**src/rtl/button_debouncer.sv**
```systemverilog
// Push-button conditioner: 2-flop synchronizer, debounce FSM, registered level and edge strobes.
// Optional long-press strobe is compiled in with `define DEBOUNCE_LONG_PRESS_EN.
module button_debouncer #(
   parameter int CNT_WIDTH       = 20,
   parameter int DEBOUNCE_CYCLES = 650000,
   parameter int LONG_WIDTH      = 26,
   parameter int LONG_CYCLES     = 32500000
) (
   input  logic clk,
   input  logic reset,
   input  logic btn_raw,
   output logic btn_level,
   output logic btn_rise,
   output logic btn_fall,
   output logic long_press
);

   typedef enum logic [1:0] {
      IDLE_LOW    = 2'd0,
      WAIT_HIGH   = 2'd1,
      STABLE_HIGH = 2'd2,
      WAIT_LOW    = 2'd3
   } state_t;

   localparam logic [CNT_WIDTH-1:0] CNT_ONE  = CNT_WIDTH'(1);
   localparam logic [CNT_WIDTH-1:0] CNT_LAST = CNT_WIDTH'(DEBOUNCE_CYCLES - 1);

   logic                 r_s1;
   logic                 r_s2;
   state_t               r_state;
   state_t               w_state_nxt;
   logic [CNT_WIDTH-1:0] r_cnt;
   logic [CNT_WIDTH-1:0] w_cnt_nxt;
   logic                 w_level_nxt;
   logic                 w_rise_nxt;
   logic                 w_fall_nxt;

   always_ff @(posedge clk) begin
      if (reset) begin
         r_s1      <= 1'b0;
         r_s2      <= 1'b0;
         r_state   <= IDLE_LOW;
         r_cnt     <= '0;
         btn_level <= 1'b0;
         btn_rise  <= 1'b0;
         btn_fall  <= 1'b0;
      end else begin
         r_s1      <= btn_raw;
         r_s2      <= r_s1;
         r_state   <= w_state_nxt;
         r_cnt     <= w_cnt_nxt;
         btn_level <= w_level_nxt;
         btn_rise  <= w_rise_nxt;
         btn_fall  <= w_fall_nxt;
      end
   end

   // Counter restarts at 1 on every new deviation, so it tops out at DEBOUNCE_CYCLES-1.
   always_comb begin
      w_state_nxt = r_state;
      w_cnt_nxt   = '0;
      w_rise_nxt  = 1'b0;
      w_fall_nxt  = 1'b0;
      case (r_state)
         IDLE_LOW: begin
            if (r_s2) begin
               w_state_nxt = WAIT_HIGH;
               w_cnt_nxt   = CNT_ONE;
            end
         end
         WAIT_HIGH: begin
            if (!r_s2) begin
               w_state_nxt = IDLE_LOW;
            end else if (r_cnt == CNT_LAST) begin
               w_state_nxt = STABLE_HIGH;
               w_rise_nxt  = 1'b1;
            end else begin
               w_cnt_nxt = r_cnt + CNT_ONE;
            end
         end
         STABLE_HIGH: begin
            if (!r_s2) begin
               w_state_nxt = WAIT_LOW;
               w_cnt_nxt   = CNT_ONE;
            end
         end
         WAIT_LOW: begin
            if (r_s2) begin
               w_state_nxt = STABLE_HIGH;
            end else if (r_cnt == CNT_LAST) begin
               w_state_nxt = IDLE_LOW;
               w_fall_nxt  = 1'b1;
            end else begin
               w_cnt_nxt = r_cnt + CNT_ONE;
            end
         end
         default: begin
            w_state_nxt = IDLE_LOW;
         end
      endcase
      w_level_nxt = (w_state_nxt == STABLE_HIGH) || (w_state_nxt == WAIT_LOW);
   end

`ifdef DEBOUNCE_LONG_PRESS_EN
   localparam logic [LONG_WIDTH-1:0] LONG_LAST = LONG_WIDTH'(LONG_CYCLES - 1);
   localparam logic [LONG_WIDTH-1:0] LONG_PRE  = LONG_WIDTH'(LONG_CYCLES - 2);
   localparam logic [LONG_WIDTH-1:0] LONG_ONE  = LONG_WIDTH'(1);

   logic [LONG_WIDTH-1:0] r_long_cnt;
   logic                  w_long_run;

   // Counter freezes at LONG_CYCLES-1 so only one strobe fires per press.
   assign w_long_run = ((r_state == STABLE_HIGH) || (r_state == WAIT_LOW)) &&
                       (r_long_cnt != LONG_LAST);

   always_ff @(posedge clk) begin
      if (reset) begin
         r_long_cnt <= '0;
         long_press <= 1'b0;
      end else if (w_rise_nxt) begin
         r_long_cnt <= '0;
         long_press <= 1'b0;
      end else begin
         long_press <= w_long_run && (r_long_cnt == LONG_PRE);
         if (w_long_run) begin
            r_long_cnt <= r_long_cnt + LONG_ONE;
         end
      end
   end
`else
   assign long_press = 1'b0;
`endif

endmodule

```
**config.mk**
```make
export PLATFORM = sky130hd
export DESIGN_NAME = button_debouncer
export DESIGN_NICKNAME = d
export VERILOG_FILES = /design/src/rtl/button_debouncer.sv
export SDC_FILE = /design/constraint.sdc
export NUM_CORES = 1
export LEC_CHECK = 0
export BUFFER_PORTS_ARGS = -buffer_cell sky130_fd_sc_hd__clkbuf_2
export CAP_MARGIN = 20
export CORE_ASPECT_RATIO = 0.9
export CORE_UTILIZATION = 45
export CTS_BUF_LIST = sky130_fd_sc_hd__clkbuf_4
export DETAILED_ROUTE_END_ITERATION = 10
export GPL_TIMING_DRIVEN = 0
export HOLD_SLACK_MARGIN = 0.15
export PLACE_DENSITY_LB_ADDON = 0.12
export SYNTH_ARGS = -nofsm -noshare
export SYNTH_HDL_FRONTEND = slang
export SYNTH_SLANG_ARGS = --single-unit
```
**constraint.sdc**
```tcl
create_clock -name clk -period 2.8 [get_ports clk]
set_clock_uncertainty 0.05 [all_clocks]
set_input_delay 0.56 -clock clk [delete_from_list [all_inputs] [get_ports clk]]
set_output_delay 0.56 -clock clk [all_outputs]
set_load 0.03 [all_outputs]
```
### After elaboration in Yosys (flattened, before gate mapping)

Index checks and enable logic that the tools add are counted.

* register bits: 27
* output and inout bits: 4
* word-level logic and storage cells: 35

* $add $sub $neg: 1
* eq/ne operators: 6
* muxes and demuxes: 14
* bitwise gates (word level): 3
* reduce and logical (&&, ||, !) cells: 4

Operators by type and width (number)
* $pmux 20 s4: 1
* $mux 20: 3
* $add 20x1->20 const B: 1
* $eq 20x20->1 const B: 1
* $mux 2: 6
* $eq 2x2->1 const B: 4
* $pmux 2 s4: 1
* $reduce_or 3->1: 2
* $mux 1: 3
* $not 1->1: 3
* $eq 2x1->1 const B: 1
* $logic_not 2->1: 1
* $logic_or 1x1->1: 1

### Depth between registers and ports, before layout

Gate-level depths: netlist of run 1.

* word-level depth: 6
* depth in mapped cells: 5

### Least setup slack after synthesis of run 1

Ideal clock, no wire load.

* path kind: flip-flop to flip-flop
* start point: register r_cnt[0]
* end point: register r_cnt[16]
* library setup time: 0.071 ns
* data arrival time: 1.722 ns
* data required time: 2.679 ns
* path slack: 0.957 ns
* stages on the path, launching flop included: 6
* buffers on the path: 0
* clock period less this slack: 1.843 ns
* cell sequence: dfxtp_1 ha_1 nand3_1 or4_1 or3_1 a21oi_1

* word-level cells in the longest chain between the ends: 4
* elaborated cells between the ends (all ways): 6

RTL lines
* start: declaration: line 32 `logic [CNT_WIDTH-1:0] r_cnt;`
* start signal: assignment: line 51 `r_cnt <= w_cnt_nxt;`
* $add 20x1->20 / $eq 20x20->1 (equally long branches)
* $mux 20 (*): line 74, 90
* $mux 20, on equally long branches: line 88, 72
* $pmux 20 s4 (*): line 64 `case (r_state)`

Every way passes the cells marked *; elsewhere a longest branch is shown, timed or not.
A chain may end at the register's enable or synchronous reset.

### Final worst setup path of run 1

Same ends and word-level chain as after synthesis.

==> results of run 1 <==
final cells by class:
class,count,area (um^2),share of cell area [%]
multi-input cells,93,614,48.8
repair buffers,5,25.0,1.99
well taps,28,35.0,2.78
inverters,6,22.5,1.79
flip-flops and latches,26,520,41.4
clock buffers,3,22.5,1.79
plain buffers,2,18.8,1.49
report_power, final:
group	internal, mW	leakage (nW)	switching [mW]
Combinational	0.00370	0.158	0.00524
Sequential	0.372	0.210	0.00184
Clock	0.0504	0.0138	0.103
Total	0.426	0.381	0.110
worst max-delay path: cells and delay by family (launching register included):
kind	cells	cell delay, ns
DFF	1	0.42
AOI/OAI and AO/OA	1	0.15
and+or+nand+nor	3	1.19
adders and majority gates	1	0.22
metrics by stage:
step                      cell area (um^2)  worst slack (ns)  util, %  power (mW)
after floorplan                       1180             0.957        -       0.388
after global placement                1240             0.767     50.1       0.391
after detailed placement              1240             0.707     50.1       0.391
after CTS                             1260             0.681     51.0       0.546
after global routing                  1260             0.537     51.0       0.558
final                                 1260             0.701     51.0       0.536
flip-flops by register name, summed over array words and instances, names as in the netlist:
signal / cells
r_s2: 1
btn_rise: 1
r_s1: 1
r_cnt: 20
r_state: 2
btn_fall: 1
Yosys cell counts:
cell	count	area, um^2
buf_6	1	11.3
inv_1	6	22.5
xnor2_1	14	123
and3_2	1	7.51
nand3_4	1	17.5
o311ai_4	1	26.3
nand4_4	1	21.3
xor2_1	1	8.76
mux2i_1	1	10.0
or4_4	1	11.3
or2_2	1	6.26
o21ai_0	5	25.0
o41ai_1	1	8.76
nand3_1	8	40.0
dfxtp_1	26	521
nor3_1	3	15.0
nand4_1	3	18.8
nand4_2	1	12.5
nor2b_1	4	25.0
buf_4	1	7.51
or3_1	3	18.8
and3_1	3	18.8
nor2_1	19	71.3
nor4b_1	2	17.5
a21oi_2	1	8.76
a21oi_1	4	20.0
or4_1	1	7.51
nor4_1	7	43.8
conb_1	1	3.75
nand2_1	4	15.0
ha_1	1	12.5
path summary, 6_finish.rpt:
kind / start / end / cells after the start
min: btn_raw / r_s1 / 2
max: r_cnt[0] / r_cnt[16] / 5
max reg2reg: r_cnt[0] / r_cnt[16] / 5
min reg2reg: r_s1 / r_s2 / 1
routing by layer:
metal | vias up | part of all wire (%)
met5 | - | 0
met1 | 400 | 49
li1 | 462 | -
met2 | 9 | 47
met4 | 0 | 0.70
met3 | 2 | 3.0
cell families (layout without fill, tap and decap cells):
| kind of cell | Yosys count | after routing |
|---|---|---|
| fa+ha+maj | 1 | 1 |
| compound gates | 12 | 12 |
| simple gates | 63 | 63 |
| buf+inv | 8 | 16 |
| xor+xnor | 15 | 15 |
| other cells | 1 | 1 |
| mux | 1 | 1 |
| flops | 26 | 26 |
==> results by group, run 1 <==
Synthesis
  • Syn_nets: 131
  • Synth Area in Adders: roughly 1.1%
  • #FFs+latches synth: 26
  • Synth cell types: 31
  • Synthesized cell area: 1180 um^2
  • Syn Area/Cell: slightly above 9 um^2
  • Mux contribution to synthesized area: 0.851%
  • Largest family of logic cells by synthesized area: simple AND/OR/NAND/NOR gates
  • Synth Area in Compound Gates: 7.55%
  • Synth Area in Simple Gates: a little under a third
  • Post-Syn Instances: 127
  • Xor/xnor share of the synthesized area: ~11%
  • Seq/Total Area, Yosys: around 44%
  • Syn. warnings: 0

Clocking
  • Hold buffer count at cts: 0
  • Worst skew pair latency: 0.31 ns
  • CTS tree: built
  • Setup bufs post-CTS: 0
  • CTS buffer count: 3
  • Clk sink count: 26
  • Resized cells post-CTS: 0
  • Clk buf depth: 2
  • H-tree depth: 1
  • CTS root buffer: clkbuf_4
  • Worst-path clk slew: 0.13 ns

Setup path
  • Crit-path slowest cell: or4_1
  • Crit-path max FO: 6
  • Setup CP Type: flip-flop to flip-flop
  • Worst path max stage delay: approximately 0.6 ns
  • CP Cell Sequence: ha_1 > nand3_1 > or4_1 > or3_1 > a21oi_1
  • Crit path required time: 3.00 ns
  • Setup crit start kind: flip-flop
  • Worst path arrival time: 2.30 ns
  • CP Capture Type: flip-flop
  • Reg2reg setup slack: ~0.7 ns

Worst hold path
  • Hold/Removal Path Class: input pin to flip-flop

Power
  • Pwr dens: between 400 and 500 nW/um^2
  • Peak supply drop: 0.345 mV
  • P_leak: ~0.38 nW

Floorplanning
  • Die area: 2820 um^2
  • Die Ht: 50.5 um
  • Initial Utilization: 47.7%
  • Io pins: 7
  • Core area: 2470 um^2
  • Placement Rows: 17
  • Die Wd: 55.9 um

Timing
  • RSZ-0062 raised after global routing: no
  • Max transition margin: between 60 and 70%
  • Tcrit/Tclk final: 75.0%
  • # setup viols final: 0
  • Hold_ws: 0.397 ns
  • Slew Viols, Final: 0
  • F_max: 476 MHz
  • Worst Tran Pin Value: 0.551 ns
  • Total Neg Setup Slack: 0 ns
  • Final hold viol count: 0
  • Tmin final: 2.10 ns

Final layout
  • Final cell count without fillers: around 160
  • Most frequent cells in the layout: dfxtp_1, nor2_1, xnor2_1
  • Area growth, synth to finish: 7.02%
  • FILL cells: 253
  • Antenna Cells: 0
  • Final nets: 141
  • Most common cell after layout, fill and taps aside: dfxtp_1
  • Share of layout cells above drive strength 1: between 10% and 20%

Global route
  • M1 GR Usage: between 20 and 25%
  • Total GRT Usage: 16.8%
  • Total grt overflow: 0
  • Largest net degree at the start of global routing: 14
  • Met2 GRT Util: 29.5%
  • Vias in the first global route: 849
  • GR Util met3: 5.41%
  • Initial antenna violation count: 0
  • GRT busiest layer: met2
  • First-pass GRT wire length: roughly 3700 um

Placement
  • DP HPWL: around 1500 um
  • IO buf count: 5
  • GP Congestion: 0.729
  • Post-Place Cells: 160

Route
  • DRT iter0 DRCs: 17
  • Post-Route WL: 1990 um
  • Total number of vias: 873
  • # DRC: 0
  • Vias per cell: 5.36
  • TritonRoute pass-1 iters: 4
  • WL/cell: ~12 um
  • Post-route antenna net violation count: 0

Status
  • Status: finished clean

Flow run
  • Max Cap Violations: 0
Note: power is estimated with default switching activity, not from simulation.
==> run 2, diff against run 1 <==
clock period = 2.1 ns   (was 2.8 ns; I/O delays follow)
==> run 2 against run 1 <==
Against the previous run:
- critical path depth unchanged
- sequential power up 33%
- largest cell class unchanged
- hold slack worse by 0.15 ns
- die area unchanged
==> results by group, run 2 (synthesized netlist as in run 1, its figures left out) <==
Route
  • Total number of vias: about 870
  • Post-Route M1 WL: 1020 um
  • Post-Route WL: 2040 um
  • DRT iter0 DRCs: 25
  • Vias per cell: between 5 and 6
  • Max Used Layer: met4
  • Met2 WL: 937 um
  • TritonRoute pass-1 iters: 4
  • Routed wl met3: roughly 62 um
  • WL/cell: between 10 and 15 um
  • # DRC: 0
  • Post-route antenna net violation count: 0

Worst hold path
  • Hold/Removal Path Class: input pin to flip-flop
  • Hold Path Cell Cnt: 2
  • Hold EP: r_s1
  • Min-Delay Startpoint: btn_raw

Setup path
  • Crit-path slowest cell: nor4_1
  • Setup CP Type: flip-flop to flip-flop
  • Top delay family on crit path: simple AND/OR/NAND/NOR gates
  • Crit-path max FO: 10
  • CP Cell Sequence: nor4_1 > nand4_1 > o311ai_4 > buf_6 > nor2_1
  • Worst path arrival time: 2.14 ns
  • Worst Path Buf+Inv: 1
  • Terminus of the critical flop-to-flop path: r_cnt[9]
  • Worst path max stage delay: 0.45 ns
  • R2r startpoint: r_cnt[4]
  • CP Capture Type: flip-flop
  • Reg2reg setup slack: 0.13 ns
  • Setup crit start kind: flip-flop
  • Crit path required time: 2.27 ns
  • Worst r2r path cells: 5

Placement
  • Area after DPL: around 1200 um^2
  • Post-Place Cells: 160
  • IO buf count: 5
  • DP HPWL: 1510 um
  • GP Congestion: 0.729

Global route
  • First-pass GRT wire length: about 3800 um
  • Total GRT Usage: ~17%
  • Vias in the first global route: between 800 and 900
  • Initial antenna violation count: 0
  • Largest net degree at the start of global routing: 14
  • Total grt overflow: 0

Timing
  • # setup viols final: 0
  • Tcrit/Tclk final: 93.8%
  • Worst Tran Pin Value: 0.560 ns
  • Total Neg Setup Slack: 0 ns
  • Final hold viol count: 0
  • RSZ-0062 raised after global routing: no
  • Slew Viols, Final: 0
  • F_max: 508 MHz
  • Tmin final: between 1.5 and 2 ns
  • Max transition margin: 62.3%

Power
  • Peak supply drop: roughly 0.46 mV
  • Internal: 568 uW
  • Switching Power: 149 uW
  • Combinational share of power: roughly 1.7%
  • Switch share: between 20% and 30%
  • Clock share of power: between 20 and 30%
  • P_leak: about 0.39 nW
  • Pwr dens: 559 nW/um^2
  • Sequential share of power: 69.5%

Floorplanning
  • Die area: 2820 um^2
  • Die Ht: about 51 um
  • Placement Rows: 17
  • Core area: 2470 um^2
  • Initial Utilization: 47.7%
  • Io pins: 7
  • Die Wd: 55.9 um

Clocking
  • Worst-path clk slew: 0.14 ns
  • CTS root buffer: clkbuf_4
  • CTS tree: built
  • H-tree depth: 1
  • Clk sink count: 26
  • Clk buf depth: 2
  • Worst skew pair latency: between 0.3 and 0.4 ns
  • CTS buffer count: 3

Final layout
  • Final nets: 142
  • Antenna Cells: 0
  • Most frequent cells in the layout: dfxtp_1, nor2_1, xnor2_1
  • Share of layout cells above drive strength 1: 15.4%
  • Most common cell after layout, fill and taps aside: dfxtp_1
  • Leading registers by flop count: r_cnt: 20 flops, r_state: 2 flops
  • Finished Cell Area: between 1000 and 1500 um^2
  • Final cell count without fillers: 164
  • Area growth, synth to finish: 9.26%
  • Most flops, register: r_cnt
  • Largest register FFs: 20

Flow run
  • Max Cap Violations: 0

Status
  • Status: finished clean
run 2: timing repair:
| action | CTS | global route |
|---|---|---|
| setup buffers | 1 | 0 |
| hold buffers | 0 | 0 |
| pin swaps | 1 | 0 |
| endpoints found under the hold margin | 0 | 0 |
| endpoints found under the setup margin | 11 | 1 |
| gates resized for setup | 1 | 1 |
run 2: area by class of cell:
type | instances | area (um^2)
Clock buffer | 3 | 22.5
Fill cell | 251 | 1180
Inverter | 6 | 22.5
Multi-Input combinational cell | 93 | 619
Tap cell | 28 | 35.0
Buffer | 2 | 18.8
Sequential cell | 26 | 522
Timing Repair Buffer | 6 | 45.0
run 2: per-layer routing:
metal	vias to the layer above	GRT usage, %
met5	-	0
met4	0	2.44
met3	2	5.41
met2	11	29.5
met1	391	21.7
li1	467	-
run 2: worst max-delay path by stage:
| stage | from | endpoint | slack (ns) | cells after the start |
|---|---|---|---|---|
| final | r_cnt[4] | r_cnt[9] | 0.13 | 5 |
| after global routing | r_cnt[1] | r_cnt[16] | 0.009 | 5 |
| after CTS | r_cnt[5] | r_cnt[9] | 0.10 | 5 |
| after detailed placement | r_cnt[5] | r_cnt[9] | 0.007 | 5 |
| after global placement | r_cnt[5] | r_cnt[10] | 0.07 | 5 |
| after floorplan | r_cnt[0] | r_cnt[16] | 0.26 | 5 |
run 2: through the flow:
stage	setup slack [ns]	total power [mW]	hold slack, ns	util (%)
6_report	0.131	0.718	0.252	52.1
2_1_floorplan	0.257	0.517	0.364	-
3_5_place_dp	0.00670	0.521	0.379	50.1
3_3_place_gp	0.0670	0.521	0.375	50.1
5_1_grt	0.00894	0.746	0.239	52.1
4_1_cts	0.101	0.728	0.251	52.0
run 2: power by group through the flow:
stage	clock [mW]	combinational (mW)	sequential, mW
after detailed placement	0	0.0120	0.509
after CTS	0.217	0.0123	0.499
after global placement	0	0.0117	0.509
final	0.207	0.0123	0.499
after floorplan	0	0.00814	0.509
after global routing	0.233	0.0136	0.500
